**config.mk**
```make
export PLATFORM = sky130hd
export DESIGN_NAME = approx_mul_arbiter
export DESIGN_NICKNAME = d
export VERILOG_FILES = /design/src/rtl/approx_mul_arbiter.sv
export SDC_FILE = /design/constraint.sdc
export NUM_CORES = 1
export LEC_CHECK = 0
export CORE_UTILIZATION = 34
export DETAILED_ROUTE_END_ITERATION = 16
export GPL_ROUTABILITY_DRIVEN = 0
export HOLD_SLACK_MARGIN = 0.02
export PLACE_DENSITY_LB_ADDON = 0.08
export SLEW_MARGIN = 20
export SYNTH_ARGS = -nofsm -noshare
export SYNTH_HDL_FRONTEND = slang
export SYNTH_SLANG_ARGS = --single-unit
```
**constraint.sdc**
```tcl
create_clock -name clk -period 3.13 [get_ports clk]
set_input_delay 0.626 -clock clk [delete_from_list [all_inputs] [get_ports clk]]
set_output_delay 0.626 -clock clk [all_outputs]
set_load 0.005 [all_outputs]
```
**src/rtl/approx_mul_arbiter.sv**
```systemverilog
// approx_mul_arbiter: shares one pipelined 16x16 multiplier among NREQ requesters.
// Round-robin grant, registered operands, a {valid,index} tag pipeline that tracks
// products in flight, and a one-entry response buffer per requester. A requester
// may have only one operation outstanding: pending[i] covers the whole path from
// accept until its response is consumed.
module approx_mul_arbiter #(
    parameter int NREQ    = 4,
    parameter int MUL_LAT = 1
) (
    input  logic                 clk,
    input  logic                 resetn,
    input  logic [NREQ-1:0]      req_valid,
    output logic [NREQ-1:0]      req_ready,
    input  logic [16*NREQ-1:0]   req_a,
    input  logic [16*NREQ-1:0]   req_b,
    output logic [NREQ-1:0]      rsp_valid,
    input  logic [NREQ-1:0]      rsp_ready,
    output logic [32*NREQ-1:0]   rsp_data,
    output logic [15:0]          mul_a,
    output logic [15:0]          mul_b,
    input  logic [31:0]          mul_out,
    output logic                 mul_reset,
    output logic                 busy,
    output logic [31:0]          op_count
);

    localparam int IW   = (NREQ > 1) ? $clog2(NREQ) : 1;
    localparam int NSTG = MUL_LAT + 1;
    localparam logic [IW-1:0] LAST_IDX = IW'(NREQ - 1);

    logic [NREQ-1:0]        pending_q, pending_d;
    logic [IW-1:0]          rr_ptr_q, rr_ptr_d;
    logic [15:0]            mul_a_q, mul_a_d;
    logic [15:0]            mul_b_q, mul_b_d;
    logic [NSTG-1:0]        tag_vld_q, tag_vld_d;
    logic [IW-1:0]          tag_idx_q [NSTG];
    logic [IW-1:0]          tag_idx_d [NSTG];
    logic [NREQ-1:0]        rsp_valid_q, rsp_valid_d;
    logic [NREQ-1:0][31:0]  rsp_data_q, rsp_data_d;
    logic [31:0]            op_count_q, op_count_d;

    logic [NREQ-1:0]        eligible;
    logic [NREQ-1:0]        grant;
    logic [IW-1:0]          grant_idx;
    logic                   arb_found;
    logic [IW:0]            arb_sum;
    logic                   accept;
    logic [NREQ-1:0]        consume;

    assign eligible = req_valid & ~pending_q;
    assign accept   = |grant;

    // Round-robin search over eligible requesters starting at the pointer; no grant in reset.
    always_comb begin
        grant     = '0;
        grant_idx = '0;
        arb_found = 1'b0;
        arb_sum   = '0;
        for (int k = 0; k < NREQ; k++) begin
            arb_sum = {1'b0, rr_ptr_q} + (IW+1)'(k);
            if (arb_sum >= (IW+1)'(NREQ)) begin
                arb_sum = arb_sum - (IW+1)'(NREQ);
            end
            if (!arb_found && eligible[arb_sum[IW-1:0]]) begin
                arb_found = 1'b1;
                grant_idx = arb_sum[IW-1:0];
            end
        end
        if (arb_found && resetn) begin
            grant[grant_idx] = 1'b1;
        end
    end

    // Next state: issue, tag shift, response write-back/consume, pending and counters.
    always_comb begin
        rr_ptr_d    = rr_ptr_q;
        mul_a_d     = mul_a_q;
        mul_b_d     = mul_b_q;
        op_count_d  = op_count_q;
        rsp_data_d  = rsp_data_q;
        consume     = rsp_valid_q & rsp_ready;
        pending_d   = (pending_q & ~consume) | grant;
        rsp_valid_d = rsp_valid_q & ~consume;

        tag_vld_d    = '0;
        tag_vld_d[0] = accept;
        tag_idx_d[0] = grant_idx;
        for (int s = 1; s < NSTG; s++) begin
            tag_vld_d[s] = tag_vld_q[s-1];
            tag_idx_d[s] = tag_idx_q[s-1];
        end

        // The oldest tag lines up with the product the multiplier is presenting now.
        if (tag_vld_q[NSTG-1]) begin
            rsp_valid_d[tag_idx_q[NSTG-1]] = 1'b1;
            rsp_data_d[tag_idx_q[NSTG-1]]  = mul_out;
        end

        // Operands only move on accept so the multiplier inputs stay quiet when idle.
        if (accept) begin
            mul_a_d    = req_a[16*grant_idx +: 16];
            mul_b_d    = req_b[16*grant_idx +: 16];
            rr_ptr_d   = (grant_idx == LAST_IDX) ? '0 : grant_idx + IW'(1);
            op_count_d = op_count_q + 32'd1;
        end
    end

    // State registers; reset drops everything in flight.
    always_ff @(posedge clk or negedge resetn) begin
        if (!resetn) begin
            pending_q   <= '0;
            rr_ptr_q    <= '0;
            mul_a_q     <= '0;
            mul_b_q     <= '0;
            tag_vld_q   <= '0;
            rsp_valid_q <= '0;
            rsp_data_q  <= '0;
            op_count_q  <= '0;
            for (int s = 0; s < NSTG; s++) begin
                tag_idx_q[s] <= '0;
            end
        end else begin
            pending_q   <= pending_d;
            rr_ptr_q    <= rr_ptr_d;
            mul_a_q     <= mul_a_d;
            mul_b_q     <= mul_b_d;
            tag_vld_q   <= tag_vld_d;
            rsp_valid_q <= rsp_valid_d;
            rsp_data_q  <= rsp_data_d;
            op_count_q  <= op_count_d;
            for (int s = 0; s < NSTG; s++) begin
                tag_idx_q[s] <= tag_idx_d[s];
            end
        end
    end

    assign req_ready = grant;
    assign rsp_valid = rsp_valid_q;
    assign rsp_data  = rsp_data_q;
    assign mul_a     = mul_a_q;
    assign mul_b     = mul_b_q;
    assign mul_reset = ~resetn;
    assign busy      = |pending_q;
    assign op_count  = op_count_q;

`ifndef SYNTHESIS
    // A product landing on a buffer that still holds an unconsumed result means pending was bypassed.
    a_no_overwrite: assert property (@(posedge clk) disable iff (!resetn)
        tag_vld_q[NSTG-1] |-> !rsp_valid_q[tag_idx_q[NSTG-1]]);

    // At most one grant per cycle, and only to a requester that is asking.
    a_grant_legal: assert property (@(posedge clk) disable iff (!resetn)
        $onehot0(grant) && ((grant & ~req_valid) == '0));
`endif

endmodule
```
**After elaboration in Yosys (flattened, before gate mapping)**

Index checks and enable logic that the tools add are counted.
Widths: inputs -> output; s select.

- Equality and inequality tests: 1
- Multiplexer cells: 30
- Reduce and logical (&&, ||, !) cells: 11
- Add/sub/neg operators: 9
- Shift operators: 2
- Bitwise operators: 9
- Magnitude comparators: 12

Operators with widths:

| cell | count |
|---|---|
| $bwmux 128 | 1 |
| $shiftx 64x7->16 | 2 |
| $demux 32 s2 | 1 |
| $add 32x1->32 const B | 1 |
| $mux 32 | 1 |
| $lt 2x3->1 const B | 6 |
| $mux 2 | 9 |
| $and 4x4->4 | 4 |
| $mux 1 | 10 |
| $ge 3x3->1 const B | 3 |
| $bmux 1 s2 | 4 |
| $mux 4 | 2 |
| $not 4->4 | 2 |
| $or 4x4->4 | 2 |
| $reduce_or 4->1 | 2 |
| $sub 2x1->2 const B | 4 |
| $add 2x2->3 const B | 2 |
| $logic_and 1x1->1 | 6 |
| $demux 1 s2 | 2 |
| $ge 2x1->1 const B | 2 |
| $add 2x1->3 const B | 1 |
| $ge 2x3->1 const B | 1 |
| $logic_not 1->1 | 3 |
| $add 2x1->2 const B | 1 |
| 2 further kinds | 2 |

- Output and inout port bits: 202
- Word-level logic and storage cells: 87
- Flip-flop bits (word level): 208
- Input bits: 170

**Longest topological paths before layout**

Gate-level depths: netlist (run 1).

- Depth in word-level cells: 20
- Mapped depth: 14
- Depth with buffers taken out: 11

**Worst setup path after synthesis (run 1)**

No wires, ideal clock.

- Path kind: input -> register
- From: input port req_valid[0]
- To: register mul_a_q[0], in the netlist mul_a[0]
- Data required time: 2988 ps
- Setup time: 142 ps
- Data arrival time: 2829 ps
- Buffers on the path: 3
- Cell stages on the path: 13
- Path slack: 158 ps
- Cell sequence: nor2b_1 mux2i_1 o221ai_1 inv_1 ha_1 or2_1 buf_1 o21ai_1 inv_1 buf_2 nand2_1 clkbuf_1 o221ai_1

- Word-level cells in the longest chain between the ends: 19
- Elaborated cells on any way between the ends: 32

Ends and longest elaborated chain:

| what | line | source |
|---|---|---|
| start: declaration | 12 | `input logic [NREQ-1:0] req_valid,` |
| $and 4x4->4 (*) | 50 | `assign eligible = req_valid & ~pending_q;` |
| $bmux 1 s2 | 64 | `if (!arb_found && eligible[arb_sum[IW-1:0]]) begin` |
| $mux 1 (not written as such) | 64 |  |
| $mux 1 | 64 |  |
| $logic_not 1->1 | 64 |  |
| $logic_and 1x1->1 | 64 |  |
| $mux 1 | 64 |  |
| $logic_not 1->1 | 64 |  |
| [4 not listed] | - |  |
| $mux 2 | 64 |  |
| $lt 2x3->1 (not written as such) or $ge 2x1->1 (tied branches) | 70 | `grant[grant_idx] = 1'b1;` |
| $logic_and 1x1->1 (not written as such) | 70 |  |
| $mux 1 (not written as such) | 70 |  |
| $demux 1 s2 | 70 |  |
| $mux 4 (*) | 69 | `if (arb_found && resetn) begin` |
| $reduce_or 4->1 (*) | 51 | `assign accept = \|grant;` |
| via accept | 47 | `logic accept;` |
| end signal: assignment | 125 | `mul_a_q <= mul_a_d;` |
| end: declaration | 33 | `logic [15:0] mul_a_q, mul_a_d;` |

Mark *: on every way through the listed nets, which the timed path passes. The rest lies on a longest branch. The select of a mux whose other input is x is not followed.
A chain may end at the register's enable or synchronous reset.

**Final worst setup path (run 1)**

- From: input port req_valid[0]
- To: output port req_ready[2]

- Word-level cells in the longest chain between the ends: 18
- Elaborated cells on any way between the ends: 30

Ends and longest elaborated chain:

| what | line | source |
|---|---|---|
| $and 4x4->4 (*) | 50 |  |
| $bmux 1 s2 | 64 |  |
| $mux 1 (not written as such) | 64 |  |
| $mux 1 | 64 |  |
| $logic_not 1->1 | 64 |  |
| $logic_and 1x1->1 | 64 |  |
| $mux 1 | 64 |  |
| $logic_not 1->1 | 64 |  |
| [2 not listed] | - |  |
| $logic_not 1->1 | 64 |  |
| $logic_and 1x1->1 | 64 |  |
| $mux 2 | 64 |  |
| $lt 2x3->1 (not written as such) or $ge 2x1->1 (tied branches) | 70 |  |
| $logic_and 1x1->1 (not written as such) | 70 |  |
| $mux 1 (not written as such) | 70 |  |
| $demux 1 s2 | 70 |  |
| $mux 4 (*) | 69 |  |
| end: declaration | 13 | `output logic [NREQ-1:0] req_ready,` |

Mark *: on every way between the ends. The rest lies on a longest branch, timed or not. The select of a mux whose other input is x is not followed.

==> impl_metrics.yaml, run 1 <==
run_status:
  status: "completed"
timing:
  grt_setup_unrepaired: "false"
  fmax_ghz: 0.3399
  relSlewSlack: 0.4115
  finalCritPeriodShare: 0.9400
  hold_viol: 0
  setup_viol_count_final: 0
  finClkSkew_ps: 8.162
  slew_violations: 0
  min_period_ps: 2942
  worstMarginPinSlew_ps: 882.7
  fin_hold_ws_ps: 346.6
global_routing:
  grt_first_pass_wirelength_um: 39660
  first_global_vias: 6748
  track_usage: 0.1944
  grt_start_max_net_pins: 69
  antenna_found_initial: 1
  overflow: 0
detailed_routing:
  avgRoutedWirePerCell_um: 18.62
  drt-met1-wl_um: 10930
  ant_nets: 0
  drt_pass1_iterations: 4
  viasPerCell: 4.795
  highest_layer: "met4"
  wl_met2_um: 12730
  wl_met3_um: 2019
  drt-initial-drc-count: 182
  route.detailed.drc: 0
  num_vias: 6728
  routed_wl_um: 26130
floorplanning:
  core_region_area_um2: 25250
  die_y_um: 162.9
  rows: 58
  ioPinCount: 372
  dieWidth_um: 162.9
  start_util: 0.3485
  design.die.area_um2: 26530
power_and_ir_drop:
  p_clk_frac: 0.211
  sequentialPowerShare: 0.350
  irDropWorstVdd_uv: 495.5
  combPwrFrac: 0.439
  switching_share: 0.2983
  p_switching_mw: 3.870
  power.leakage_nw: 5.987
  cellPowerDensity_nw_per_um2: 933.6
  p_int_mw: 9.101
cts:
  tritoncts: "yes"
  numCtsBuffers: 24
  cts_buffer_depth: 3
  cts-root-buf: "clkbuf_16"
  clock-sinks: 208
  htree_levels: 1
  post-cts-setup-buffer-count: 0
  insertion_delay_ps: 500
  clk_pin_slew_ps: 60
synthesis:
  synthDistinctLibCells: 39
  synth_common_cells: "dfrtp_1 (208), mux2_2 (128), mux2i_1 (65), nand2_1 (55), o221ai_1 (33)"
  yosys_register_bits: 208
  synth.most_common_cell: "dfrtp_1"
  synth.yosys.warnings: 0
  synth_area_per_cell_um2: 13.35
  yosysSeqAreaShare: 0.5914
  synth-edff-count: 0
  syn_nets: 832
  synthCells: 659
  async_flop_share: 1.000
  yosysTopAreaCellShare: 0.5914
  synthFlopType: "dfrtp_1"
  synth_area_leader_cell: "dfrtp_1"
  synth.area.top_cells: "dfrtp_1 (59%), mux2_2 (16%), mux2i_1 (7.4%)"
  syn-cell-area_um2: 8801
setup_path:
  required_ps: 2500
  critPathArrivalTime_ps: 2320
  criticalPathCategory: "input port to output pin"
  cp-end-kind: "output pin"
  cp-start-kind: "input port"
  rr_worst_depth: 12
  worstPathMaxFanout: 5
cells_and_area:
  layout-drive-gt1-share: 0.1931
  area_growth_syn_to_layout_pct: 57.86
  final_util: 0.5501
  design_area_um2: 13890
  nets: 1228
  instances_no_fill: 1403
  num-fill-cells: 2241
placement:
  port-buffer-count: 371
  post-place-cells: 1358
  placed_area_um2: 13090
  dp_hpwl_um: 19020
flow_run:
  drv_cap: 0
min_path:
  min_delay_path_depth: 0
  hp-class: "flop to flop"
state kept, by name, indices dropped and copies added (netlist names):
signal,cells
rsp_data,128
tag_idx_d,2
tag_idx_q,2
tag_vld_q,2
rr_ptr_q,2
pending_q,4
mul_b,16
mul_a,16
rsp_valid,4
op_count,32
final cells by class:
type	instances	area (um^2)	share of cell area
clock inverters	9	75.07	0.005403
diodes	1	2.502	0.0001801
multi-input cells	399	3430	0.2468
well taps	330	412.9	0.02972
inverters	20	76.32	0.005494
flip-flops and latches	208	5205	0.3746
clock buffers	34	699.4	0.05034
repair buffers	402	3993	0.2874
power groups by stage:
stage | clock network [mW] | registers, mW | logic [mW]
finish | 2.74 | 4.54 | 5.69
detailed placement | 0 | 4.56 | 5.78
floorplan | 0 | 4.61 | 2.26
CTS | 2.83 | 4.54 | 5.80
global route | 2.95 | 4.69 | 6.13
global placement | 0 | 4.54 | 5.74
worst paths after layout:
kind / startpoint / to / slack, ps
min in group asynchronous: resetn / rsp_data[117] / 550
max in group asynchronous: resetn / mul_b[11] / 820
worst max-delay path: req_valid[0] / req_ready[2] / 190
worst min-delay path: tag_idx_d[1] / tag_idx_q[1] / 350
worst min register to register: tag_idx_d[1] / tag_idx_q[1] / 350
worst max register to register: pending_q[1] / mul_b[1] / 590
stage by stage:
| step | setup TNS, ps | power (mW) | setup slack (ps) |
|---|---|---|---|
| finish | 0 | 12.97 | 187.8 |
| global placement | -703.4 | 10.28 | -155.7 |
| floorplan | 0 | 6.877 | 158.3 |
| CTS | 0 | 13.17 | 8.883 |
| detailed placement | -4248 | 10.34 | -223.7 |
| global route | 0 | 13.77 | 74.27 |
routing by layer:
layer	vias up	track usage
met5	-	0
met1	3304	0.2449
met4	0	0.04376
met2	242	0.3263
met3	25	0.05882
li1	3157	-
cell usage in the layout, fill, tap and decap left out, types with 15 or more instances in the layout:
| cell | count |
|---|---|
| nor2_1 | 15 |
| xnor2_1 | 17 |
| mux2_2 | 128 |
| buf_4 | 27 |
| clkdlybuf4s50_1 | 366 |
| mux2i_1 | 65 |
| clkbuf_16 | 25 |
| o221ai_1 | 32 |
| nand2_1 | 55 |
| dfrtp_1 | 208 |
| inv_1 | 19 |
what timing repair did:
item	in CTS	in global routing
gates resized for setup	6	3
endpoints found under the setup margin	4	2
hold buffers	1	0
hold endpoints to repair	3	0
pin swaps	1	0
critical path: stages:
cell	delay, ps
clkdlybuf4s50_1	400
nor2b_4	140
a21o_1	180
nand2_1	80
o221ai_2	100
buf_4	170
ha_1	190
and2_1	150
dlygate4sd2_1	280
cells by family after synthesis:
group / after synthesis / synth area share
compound gates: 51 / 0.04663
xor+xnor: 31 / 0.03085
buf+inv: 52 / 0.02317
simple gates: 121 / 0.06597
fa+ha+maj: 3 / 0.004265
flops: 208 / 0.5914
mux: 193 / 0.2377
(Power assumes the default switching activity.)
==> run 2, diff against run 1 <==
CORE_UTILIZATION = 43   (was 34)
SLEW_MARGIN = default   (was 20)
clock period = 3.2 ns   (was 3.13 ns; I/O delays follow)
==> impl_metrics.yaml, run 2 (synthesized netlist as in run 1, its figures left out) <==
floorplanning:
  design.die.area_um2: 21040
  ioPinCount: 372
  dieWidth_um: 145.1
  core_region_area_um2: 19780
  start_util: 0.4449
  rows: 51
  die_y_um: 145.1
cells_and_area:
  final_util: 0.6960
  largest_reg_flops: 128
  area_growth_syn_to_layout_pct: 56.43
  layout-drive-gt1-share: 0.1915
  antenna_cells: 0
  final_common_cell: "clkdlybuf4s50_1"
  nets: 1222
  layout_common_cells: "clkdlybuf4s50_1 (367), dfrtp_1 (208), mux2_2 (128)"
global_routing:
  overflow: 0
  antenna_found_initial: 0
  track_usage: 0.2401
  grt_start_max_net_pins: 82
  first_global_vias: 7010
  grt_first_pass_wirelength_um: 39880
power_and_ir_drop:
  irDropWorstVdd_uv: 586.1
  switching_share: 0.2945
  p_int_mw: 8.940
  p_switching_mw: 3.732
  sequentialPowerShare: 0.353
  combPwrFrac: 0.438
  finalPower_mw: 12.67
  cellPowerDensity_nw_per_um2: 920.4
  p_clk_frac: 0.209
  power.leakage_nw: 5.946
setup_path:
  criticalPathCategory: "input port to output pin"
  cp-start-kind: "input port"
  cp-end-kind: "output pin"
  required_ps: 2560
  rr_worst_depth: 8
  worstPathMaxFanout: 3
  critPathArrivalTime_ps: 2430
run_status:
  status: "completed"
timing:
  setup_viol_count_final: 0
  fmax_ghz: 0.3254
  worstMarginPinSlew_ps: 1070
  min_period_ps: 3073
  hold_viol: 0
  finalCritPeriodShare: 0.9603
  finClkSkew_ps: 9.496
  slew_violations: 0
  grt_setup_unrepaired: "false"
  relSlewSlack: 0.2869
min_path:
  hp-class: "flop to flop"
  min_delay_path_depth: 0
detailed_routing:
  num_vias: 6799
  drt_pass1_iterations: 4
  avgRoutedWirePerCell_um: 18.95
  viasPerCell: 5.112
  drt-initial-drc-count: 195
  ant_nets: 0
  routed_wl_um: 25210
  route.detailed.drc: 0
cts:
  cts-root-buf: "clkbuf_16"
  insertion_delay_ps: 490
  cts_buffer_depth: 3
  clk_pin_slew_ps: 60
  numCtsBuffers: 22
  clock-sinks: 208
  tritoncts: "yes"
  htree_levels: 1
placement:
  port-buffer-count: 371
  dp_hpwl_um: 18270
flow_run:
  drv_cap: 0
[run 2: cell types whose count changed in the layout (fill, tap and decap cells not counted), sizes merged]
cell / before / now
diode: 1 / 0
clkdlybuf4s50: 366 / 367
dlymetal6s2s: 2 / 1
clkbuf: 35 / 30
bufinv: 1 / 3
buf: 30 / 26
[run 2: metrics by stage]
stage,area [um^2],TNS (ps),hold slack [ps],setup slack (ps),cells
detailed placement,12960,-417.6,335.5,-200.5,1288
floorplan,8801,0,331.2,214.3,659
CTS,13750,0,349.3,43.37,1330
global route,13770,0,368.5,42.76,1330
finish,13770,0,349.0,127.1,1330
global placement,12960,-218.9,332.0,-167.7,1288
[run 2: critical path, stage by stage]
cell and delay [ps]:
clkdlybuf4s50_1 450, inv_1 70, nor2_1 130, nand2_1 90, o221ai_2 190, buf_4 150, and3_1 170, clkdlybuf4s50_1 530
[run 2: area by class of cell]
class / count / area (um^2)
inverters: 20 / 76.32
fillers: 1481 / 6015
clock inverters: 11 / 135.1
multi-input cells: 399 / 3431
repair buffers: 398 / 3960
clock buffers: 29 / 628.1
flip-flops and latches: 208 / 5205
well taps: 265 / 331.6
[run 2: timing repair]
item                                    4_1_cts  5_1_grt
endpoints found under the hold margin        11        0
endpoints found under the setup margin        4        2
resized for setup                             6        5
hold buffers                                  1        0
pin swaps                                     1        0
buffers inserted                              1        0
[run 2: path summary, 6_finish.rpt]
| check | end | start | slack, ps |
|---|---|---|---|
| max in group asynchronous | rsp_data[84] | resetn | 620 |
| min reg2reg | tag_idx_q[0] | tag_idx_d[0] | 350 |
| max reg2reg | mul_b[7] | rr_ptr_q[1] | 660 |
| min in group asynchronous | op_count[19] | resetn | 590 |
| min | tag_idx_q[0] | tag_idx_d[0] | 350 |
| max | req_ready[0] | req_valid[2] | 130 |
[run 2: power groups by stage]
stage	registers [mW]	clock network, mW	logic (mW)
3_5_place_dp	4.50	0	5.59
2_1_floorplan	4.51	0	2.21
4_1_cts	4.47	2.73	5.62
3_3_place_gp	4.46	0	5.51
6_report	4.47	2.65	5.55
5_1_grt	4.63	2.84	5.92
[run 2: per-layer routing]
layer | GRT usage | part of all wire | vias to the layer above
met3 | 0.05975 | 0.070 | 39
met2 | 0.4240 | 0.51 | 264
met4 | 0.06263 | 0.022 | 0
met5 | 0 | 0 | -
met1 | 0.2913 | 0.39 | 3355
li1 | - | - | 3141
==> run 3, diff against run 2 <==
CORE_AREA = 2 2 143 145   (was default)
CORE_UTILIZATION = default   (was 43)
DIE_AREA = 0 0 145 147   (was default)
DONT_BUFFER_PORTS = 1   (was default)
==> impl_metrics.yaml, run 3 (synthesized netlist as in run 1, its figures left out) <==
timing:
  setup_viol_count_final: 0
  min_period_ps: 2831
  setup_tns_ps: 0
  hold_viol: 208
  fmax_ghz: 0.3532
  finalCritPeriodShare: 0.8848
  relSlewSlack: 0.4040
  worstMarginPinSlew_ps: 891.3
  finClkSkew_ps: 18.56
  slew_violations: 0
  grt_setup_unrepaired: "false"
  fin_hold_ws_ps: -176.3
setup_path:
  critPathArrivalTime_ps: 2190
  cp_cell_sequence: "nor2b_1 -> a21oi_1 -> o21ai_1 -> buf_4 -> clkinv_2 -> nor3_1"
  worstPathMaxFanout: 6
  criticalPathCategory: "flop to output pin"
  cp_slowest_cell: "nor3_1"
  cp-end-kind: "output pin"
  cp-start-kind: "flop"
  slowest_delay_ps: 460
  required_ps: 2560
detailed_routing:
  num_vias: 5430
  viasPerCell: 5.716
  routed_wl_um: 22720
  ant_nets: 0
  drt-initial-drc-count: 248
  drt_pass1_iterations: 4
  avgRoutedWirePerCell_um: 23.91
  route.detailed.drc: 0
cells_and_area:
  nets: 838
  layout_common_cells: "dfrtp_1 (208), mux2_2 (128), mux2i_1 (65)"
  instances_no_fill: 950
  largest_reg_flops: 128
  final_common_cell: "dfrtp_1"
  final_util: 0.4962
  num-fill-cells: 1743
  area_growth_syn_to_layout_pct: 11.89
  antenna_cells: 0
  layout-drive-gt1-share: 0.2676
global_routing:
  track_usage: 0.2094
  grt_start_max_net_pins: 211
  grt_first_pass_wirelength_um: 35100
  first_global_vias: 5938
  overflow: 0
  antenna_found_initial: 0
cts:
  numCtsBuffers: 23
  cts-root-buf: "clkbuf_16"
  clock-sinks: 208
  tritoncts: "yes"
  htree_levels: 1
  insertion_delay_ps: 510
  cts_buffer_depth: 3
  clk_pin_slew_ps: 60
power_and_ir_drop:
  power.leakage_nw: 4.369
  combPwrFrac: 0.265
  cellPowerDensity_nw_per_um2: 1019
  irDropWorstVdd_uv: 469.9
  switching_share: 0.3335
  sequentialPowerShare: 0.492
  p_clk_frac: 0.243
  p_switching_mw: 3.346
  finalPower_mw: 10.03
  p_int_mw: 6.687
floorplanning:
  start_util: 0.4435
  die_y_um: 147
  dieWidth_um: 145
  design.die.area_um2: 21320
  rows: 52
  core_region_area_um2: 19840
  ioPinCount: 372
run_status:
  status: "finished with violations"
  violations: "negative hold slack"
placement:
  dp_hpwl_um: 15930
  post-place-cells: 910
  port-buffer-count: 0
min_path:
  hp-class: "input port to async pin"
flow_run:
  drv_cap: 0
## run 3: cell types whose count changed in the layout (fill, tap and decap cells not counted), moves of 2 or more
cell / delta
dlygate4sd2_1: -2
clkinvlp_4: -2
clkdlybuf4s50_1: -367
bufinv_16: -3
clkbuf_1: +3
buf_4: -12
nor2b_1: +2
## run 3: per-layer routing
metal / track usage / share of wire / vias up
met1: 0.2268 / 0.35 / 2718
met4: 0.06980 / 0.031 / 0
li1: - / - / 2369
met3: 0.07640 / 0.099 / 49
met5: 0 / 0 / -
met2: 0.3802 / 0.52 / 294
## run 3: cell type report
class	count	area (um^2)	share of cell area
multi-input cells	399	3413	0.3466
inverters	20	76.32	0.007751
repair buffers	13	122.6	0.01245
clock buffers	33	653.1	0.06633
clock inverters	7	38.79	0.003939
flip-flops and latches	208	5205	0.5286
well taps	270	337.8	0.03431
## run 3: worst max-delay path, delay by kind of cell, from the launching register on
family	cells	cell delay [ps]
buffers and inverters	2	270
AND/OR/NAND/NOR	2	730
AO/OA/AOI/OAI	2	300
flip-flops	1	390
## run 3: repair_timing
item	CTS	global route
resized for setup	0	0
buffers inserted	0	0
hold endpoints to repair	208	208
## run 3: stage by stage
stage	cell area (um^2)	setup WS (ps)
2_1_floorplan	8801	214.3
3_3_place_gp	9155	386.3
3_5_place_dp	9155	251.6
4_1_cts	9847	375.5
5_1_grt	9847	300.8
6_report	9847	368.7
## run 3: power groups by stage
stage	Sequential, mW	Combinational (mW)	Clock, mW
floorplan	4.51	2.21	0
global placement	4.98	2.58	0
detailed placement	5.00	2.72	0
CTS	4.96	2.71	2.53
global route	5.08	2.94	2.65
finish	4.94	2.66	2.44
## run 3: path summary, 6_finish.rpt
kind	start	end	slack (ps)	depth (start not counted)
max reg2reg	pending_q[1]	mul_b[8]	510	12
min reg2reg	tag_vld_q[0]	tag_vld_q[1]	350	0
max in group asynchronous	resetn	mul_b[12]	3110	0
max	pending_q[0]	req_ready[1]	370	6
min in group clk	rsp_ready[2]	rsp_valid[2]	230	1
min	resetn	rsp_data[91]	-180	0
